**src/rtl/mem_pkg.sv**
```systemverilog
// Shared types and default sizes for the memory controller and its command queue.
package mem_pkg;

    localparam int MEM_ADDR_W     = 8;
    localparam int MEM_DATA_W     = 32;
    localparam int MEM_FIFO_DEPTH = 2;

    typedef enum logic [2:0] {
        IDLE   = 3'd0,
        SETUP  = 3'd1,
        STROBE = 3'd2,
        HOLD   = 3'd3,
        DONE   = 3'd4
    } state_t;

    typedef struct packed {
        logic                  write;
        logic [MEM_ADDR_W-1:0] addr;
        logic [MEM_DATA_W-1:0] wdata;
    } cmd_t;

endpackage

```
**src/rtl/cmd_fifo.sv**
```systemverilog
// Command queue: circular buffer with wrapping pointers and an occupancy count.
module cmd_fifo
    import mem_pkg::*;
#(
    parameter int  DEPTH = MEM_FIFO_DEPTH,
    localparam int PTR_W = (DEPTH > 1) ? $clog2(DEPTH) : 1,
    localparam int CNT_W = $clog2(DEPTH + 1)
) (
    input  logic             clock,
    input  logic             clear_n,
    input  logic             push,
    input  cmd_t             push_data,
    input  logic             pop,
    output cmd_t             pop_data,
    output logic             full,
    output logic             empty,
    output logic [CNT_W-1:0] count
);

    cmd_t             mem_r [DEPTH];
    logic [PTR_W-1:0] wr_ptr_r;
    logic [PTR_W-1:0] rd_ptr_r;
    logic [CNT_W-1:0] count_r;
    logic             do_push_s;
    logic             do_pop_s;

    function automatic logic [PTR_W-1:0] ptr_inc(input logic [PTR_W-1:0] p);
        if (p == PTR_W'(DEPTH - 1)) begin
            return '0;
        end else begin
            return p + PTR_W'(1);
        end
    endfunction

    // A push is taken at full only when a pop frees the slot on the same edge.
    assign do_pop_s  = pop && !empty;
    assign do_push_s = push && (!full || do_pop_s);

    assign full     = (count_r == CNT_W'(DEPTH));
    assign empty    = (count_r == CNT_W'(0));
    assign count    = count_r;
    assign pop_data = mem_r[rd_ptr_r];

    // Pointer, count and storage update.
    always_ff @(posedge clock or negedge clear_n) begin
        if (!clear_n) begin
            wr_ptr_r <= '0;
            rd_ptr_r <= '0;
            count_r  <= '0;
            for (int i = 0; i < DEPTH; i++) begin
                mem_r[i] <= '0;
            end
        end else begin
            if (do_push_s) begin
                mem_r[wr_ptr_r] <= push_data;
                wr_ptr_r        <= ptr_inc(wr_ptr_r);
            end
            if (do_pop_s) begin
                rd_ptr_r <= ptr_inc(rd_ptr_r);
            end
            case ({do_push_s, do_pop_s})
                2'b10:   count_r <= count_r + CNT_W'(1);
                2'b01:   count_r <= count_r - CNT_W'(1);
                default: count_r <= count_r;
            endcase
        end
    end

endmodule

```
**src/rtl/memory_controller.sv**
```systemverilog
// Queued CPU-to-RAM controller: SETUP/STROBE/HOLD/DONE sequence per command with registered strobes.
module memory_controller
    import mem_pkg::*;
#(
    parameter int ADDR_W     = MEM_ADDR_W,
    parameter int DATA_W     = MEM_DATA_W,
    parameter int FIFO_DEPTH = MEM_FIFO_DEPTH
) (
    input  logic              clock,
    input  logic              clear_n,
    input  logic              cmd_valid,
    output logic              cmd_ready,
    input  logic              cmd_write,
    input  logic [ADDR_W-1:0] cmd_addr,
    input  logic [DATA_W-1:0] cmd_wdata,
    output logic              resp_valid,
    output logic              resp_write,
    output logic [DATA_W-1:0] resp_rdata,
    output logic              busy,
    output logic [ADDR_W-1:0] ram_address,
    output logic [DATA_W-1:0] ram_data_in,
    output logic              ram_write,
    output logic              ram_read,
    input  logic [DATA_W-1:0] ram_data_out
);

    localparam int CNT_W = $clog2(FIFO_DEPTH + 1);

    state_t            state_r;
    state_t            state_nxt_s;
    cmd_t              push_cmd_s;
    cmd_t              head_cmd_s;
    logic              push_s;
    logic              pop_s;
    logic              fifo_full_s;
    logic              fifo_empty_s;
    logic [CNT_W-1:0]  fifo_count_s;
    logic              op_write_r;
    logic [ADDR_W-1:0] ram_address_r;
    logic [DATA_W-1:0] ram_data_in_r;
    logic              ram_write_r;
    logic              ram_read_r;
    logic              resp_valid_r;
    logic              resp_write_r;
    logic [DATA_W-1:0] resp_rdata_r;

    assign push_cmd_s = '{write: cmd_write, addr: cmd_addr, wdata: cmd_wdata};
    assign push_s     = cmd_valid && cmd_ready;
    // Heads are only taken when the sequencer can start a new command.
    assign pop_s      = ((state_r == IDLE) || (state_r == DONE)) && !fifo_empty_s;

    cmd_fifo #(.DEPTH(FIFO_DEPTH)) u_fifo (
        .clock     (clock),
        .clear_n   (clear_n),
        .push      (push_s),
        .push_data (push_cmd_s),
        .pop       (pop_s),
        .pop_data  (head_cmd_s),
        .full      (fifo_full_s),
        .empty     (fifo_empty_s),
        .count     (fifo_count_s)
    );

    // Next-state selection for the command sequencer.
    always_comb begin
        state_nxt_s = state_r;
        case (state_r)
            IDLE:    state_nxt_s = fifo_empty_s ? IDLE : SETUP;
            SETUP:   state_nxt_s = STROBE;
            STROBE:  state_nxt_s = HOLD;
            HOLD:    state_nxt_s = DONE;
            DONE:    state_nxt_s = fifo_empty_s ? IDLE : SETUP;
            default: state_nxt_s = IDLE;
        endcase
    end

    // Sequencer state, latched command and registered RAM/response outputs.
    always_ff @(posedge clock or negedge clear_n) begin
        if (!clear_n) begin
            state_r       <= IDLE;
            op_write_r    <= 1'b0;
            ram_address_r <= '0;
            ram_data_in_r <= '0;
            ram_write_r   <= 1'b0;
            ram_read_r    <= 1'b0;
            resp_valid_r  <= 1'b0;
            resp_write_r  <= 1'b0;
            resp_rdata_r  <= '0;
        end else begin
            state_r <= state_nxt_s;
            if (pop_s) begin
                op_write_r    <= head_cmd_s.write;
                ram_address_r <= head_cmd_s.addr;
                ram_data_in_r <= head_cmd_s.wdata;
            end
            // Strobes are registered so they are high exactly during STROBE.
            ram_write_r  <= (state_r == SETUP) && op_write_r;
            ram_read_r   <= (state_r == SETUP) && !op_write_r;
            resp_valid_r <= (state_r == HOLD);
            if (state_r == HOLD) begin
                resp_write_r <= op_write_r;
                if (!op_write_r) begin
                    resp_rdata_r <= ram_data_out;
                end
            end
        end
    end

    assign cmd_ready   = !fifo_full_s;
    assign busy        = (state_r != IDLE) || (fifo_count_s != CNT_W'(0));
    assign ram_address = ram_address_r;
    assign ram_data_in = ram_data_in_r;
    assign ram_write   = ram_write_r;
    assign ram_read    = ram_read_r;
    assign resp_valid  = resp_valid_r;
    assign resp_write  = resp_write_r;
    assign resp_rdata  = resp_rdata_r;

endmodule

```
**config.mk**
```make
export PLATFORM = sky130hd
export DESIGN_NAME = memory_controller
export DESIGN_NICKNAME = d
export VERILOG_FILES = /design/src/rtl/mem_pkg.sv /design/src/rtl/cmd_fifo.sv /design/src/rtl/memory_controller.sv
export SDC_FILE = /design/constraint.sdc
export NUM_CORES = 1
export LEC_CHECK = 0
export ABC_AREA = 1
export ABC_CLOCK_PERIOD_IN_PS = 4000
export CAP_MARGIN = 15
export CORE_UTILIZATION = 55
export CTS_CLUSTER_DIAMETER = 30
export DETAILED_ROUTE_END_ITERATION = 12
export PLACE_DENSITY = 0.83
export SLEW_MARGIN = 0
export SYNTH_ARGS = -nofsm -noshare
export SYNTH_HDL_FRONTEND = slang
export SYNTH_SLANG_ARGS = --single-unit
```
**constraint.sdc**
```tcl
create_clock -name clock -period 4 [get_ports clock]
set_input_delay 0.8 -clock clock [delete_from_list [all_inputs] [get_ports clock]]
set_output_delay 0.8 -clock clock [all_outputs]
set_load 0.01 [all_outputs]
```
==> reports/metrics.cfg <==
[pwr]
power_density_mw_per_mm2=829.7
vdd_drop_max_v=0.0005129
power.leakage_nw=4.788

[setup_path]
arrival_ns=2.14
cp_top_family=buffers and inverters
cp_max_fo=34
crit_type=reg2out
cp-start-kind=flop
path_cells=inv_2 > nand2_2 > clkdlybuf4s50_1
slowest_stage=clkdlybuf4s50_1
crit_required_ns=3.20
end_kind=output port
crit_buf_inv=2
max_stage_delay_ns=0.66

[cells_and_area]
area.growth.synth_to_final_pct=28.62
nNetsFinal=1060
final_area_mm2=0.009260
post-route-util_pct=73.08
drive_above_1_share_pct=4.925
antenna_cells=0
final_cells=1167

[synth]
synth_most_common_cell=nand2_1
synth_top_area_share_pct=57.70
ys_ff_latch=166
synth-main-ff-cell=dfrtp_1
synth_fp_nets=938
async_flop_share_pct=100.0
synth.distinct_cells=21
synthTopCellsByCount=491 x nand2_1, 166 x dfrtp_1, 83 x nand4_1, 36 x buf_2, 36 x nand3_1
synth_top_area_cell=dfrtp_1
ys_seq_area_share_pct=57.70
ys_top_cells_by_area=dfrtp_1 58%, nand2_1 26%, nand4_1 7.2%, buf_2 2.5%, nand3_1 2.5%
avgSynthCellArea_um2=8.362
ys_warn_count=0
synth_edf_count=0
netlist_area_mm2=0.007199
syn_inst=861

[routing]
vias=6212
drc_errors=0
routed_wl_um=17510
wl_per_cell_um=15.01
first_pass_iters=5
drtIter0Drc=490
drtAntennaViolNets=0
vias_per_cell=5.323

[clock_tree]
cts_setup_buffers=0
cts_max_path_buffers=2
clock_latency_ns=0.42
htreeDepth=4
cts_hold_buf=0
cts_buffers=17
cts_sinks=166
cts-root-buf=clkbuf_16
cts-resized-gates=0
cts_tree=yes
cts.clk_slew.worst_paths_ns=0.06

[floorplanning]
die_w_um=116.4
num_rows=41
core_mm2=0.01267
die_y_um=116.4
pin_count=154
dieArea_mm2=0.01355
start_util_pct=56.82

[timing]
hold_viol=0
rsz0062_at_grt=false
clock_skew_ns=0.006801
hold-worst-slack_ns=0.4143
fin_crit_ns=2.939
worstMarginPinSlew_ns=1.088
slew_headroom_pct=27.27
setup_viol=0
slew_violations=0
timing.final.crit_share_pct=73.46
finalSetupTns_ns=0
fmax_mhz=340.3

[run]
cap_violations=0

[place]
io_buffers=153
dp_cells=1135
place_area_mm2=0.008666
dpl.hpwl_um=10660
place_congestion=0.7889

[grt]
track_usage_pct=27.55
gr-total-overflow=0
grt_pass1_vias=5857
antenna_found_initial=0
met1_usage_pct=34.68
grt_most_used_layer=met2
grt_pass1_wl_um=28440
use_met3_pct=4.722
grt_max_degree=84
use_met2_pct=47.26

[min_path]
hp-class=in2async

[outcome]
status=completed

-- flip-flops by register name, indices dropped and copies added, names as in the netlist, 2 cells and up --
name / cells
ram_address: 8
resp_rdata: 32
ram_data_in: 32
u_fifo.mem_r: 82
state_r: 3
u_fifo.count: 2
-- where the power goes --
part	switching [W]	internal [W]	total, W
clock	0.000605	0.000952	0.00156
sequential	0.000497	0.00246	0.00296
combinational	0.00186	0.00131	0.00317
total	0.00296	0.00472	0.00768
-- layout make-up --
class / instances / area (um^2)
Sequential cell: 166 / 4155
Fill cell: 961 / 3411
Multi-Input combinational cell: 624 / 2655
Timing Repair Buffer: 164 / 1630
Clock buffer: 28 / 526.8
Tap cell: 172 / 215.2
Clock inverter: 3 / 40.04
Inverter: 10 / 37.54
-- per-layer routing --
layer | share of wire, % | vias to the layer above
met5 | 0 | -
li1 | - | 3008
met4 | 2.1 | 0
met3 | 4.3 | 28
met2 | 52 | 184
met1 | 42 | 2992
-- cells by family after synthesis --
family	after synthesis	share of synthesized area [%]
flops	166	57.70
buf+inv	71	5.527
simple gates	620	36.29
compound gates	2	0.1911
fa+ha+maj	1	0.1738
xor+xnor	1	0.1217
-- through the flow --
step | worst slack, ns | total power, W
after floorplan | 2.349 | 0.004892
after global placement | 1.503 | 0.005975
after detailed placement | 1.414 | 0.006099
after CTS | 1.070 | 0.007682
after global routing | 0.9551 | 0.008254
final | 1.061 | 0.007683
-- worst register-to-register path: cells and delay by family (launching register included) --
kind	cells	cell delay, ns
AND/OR/NAND/NOR	3	1.44
flip-flops	1	0.39
buffers and inverters	1	0.76
-- final timing paths --
check                                start               to  slack (ns)  cells past startpoint
max in group asynchronous          clear_n  u_fifo.wr_ptr_r        2.50                      2
hold reg to reg             ram_address[0]   ram_address[0]        0.47                      2
setup reg to reg                op_write_r   resp_rdata[12]        1.34                      4
setup / recovery           u_fifo.count[0]        cmd_ready        1.06                      3
hold / removal                     clear_n   resp_rdata[21]        0.41                      1
min in group clock          ram_address[0]   ram_address[0]        0.47                      2
-- placed cells by master, fill, tap and decap left out, types with 2 or more instances in the layout --
| cell | instances |
|---|---|
| nor2_4 | 2 |
| inv_1 | 6 |
| nand4_1 | 83 |
| clkbuf_1 | 5 |
| clkinv_2 | 2 |
| buf_4 | 10 |
| nand3_2 | 2 |
| dfrtp_1 | 165 |
| nand3_1 | 36 |
| clkbuf_8 | 6 |
| nor2_1 | 4 |
| clkbuf_16 | 17 |
| nand2_1 | 491 |
| clkdlybuf4s50_1 | 151 |
| clkinv_1 | 2 |
| inv_2 | 2 |
Power figures use the tool's default switching activity.
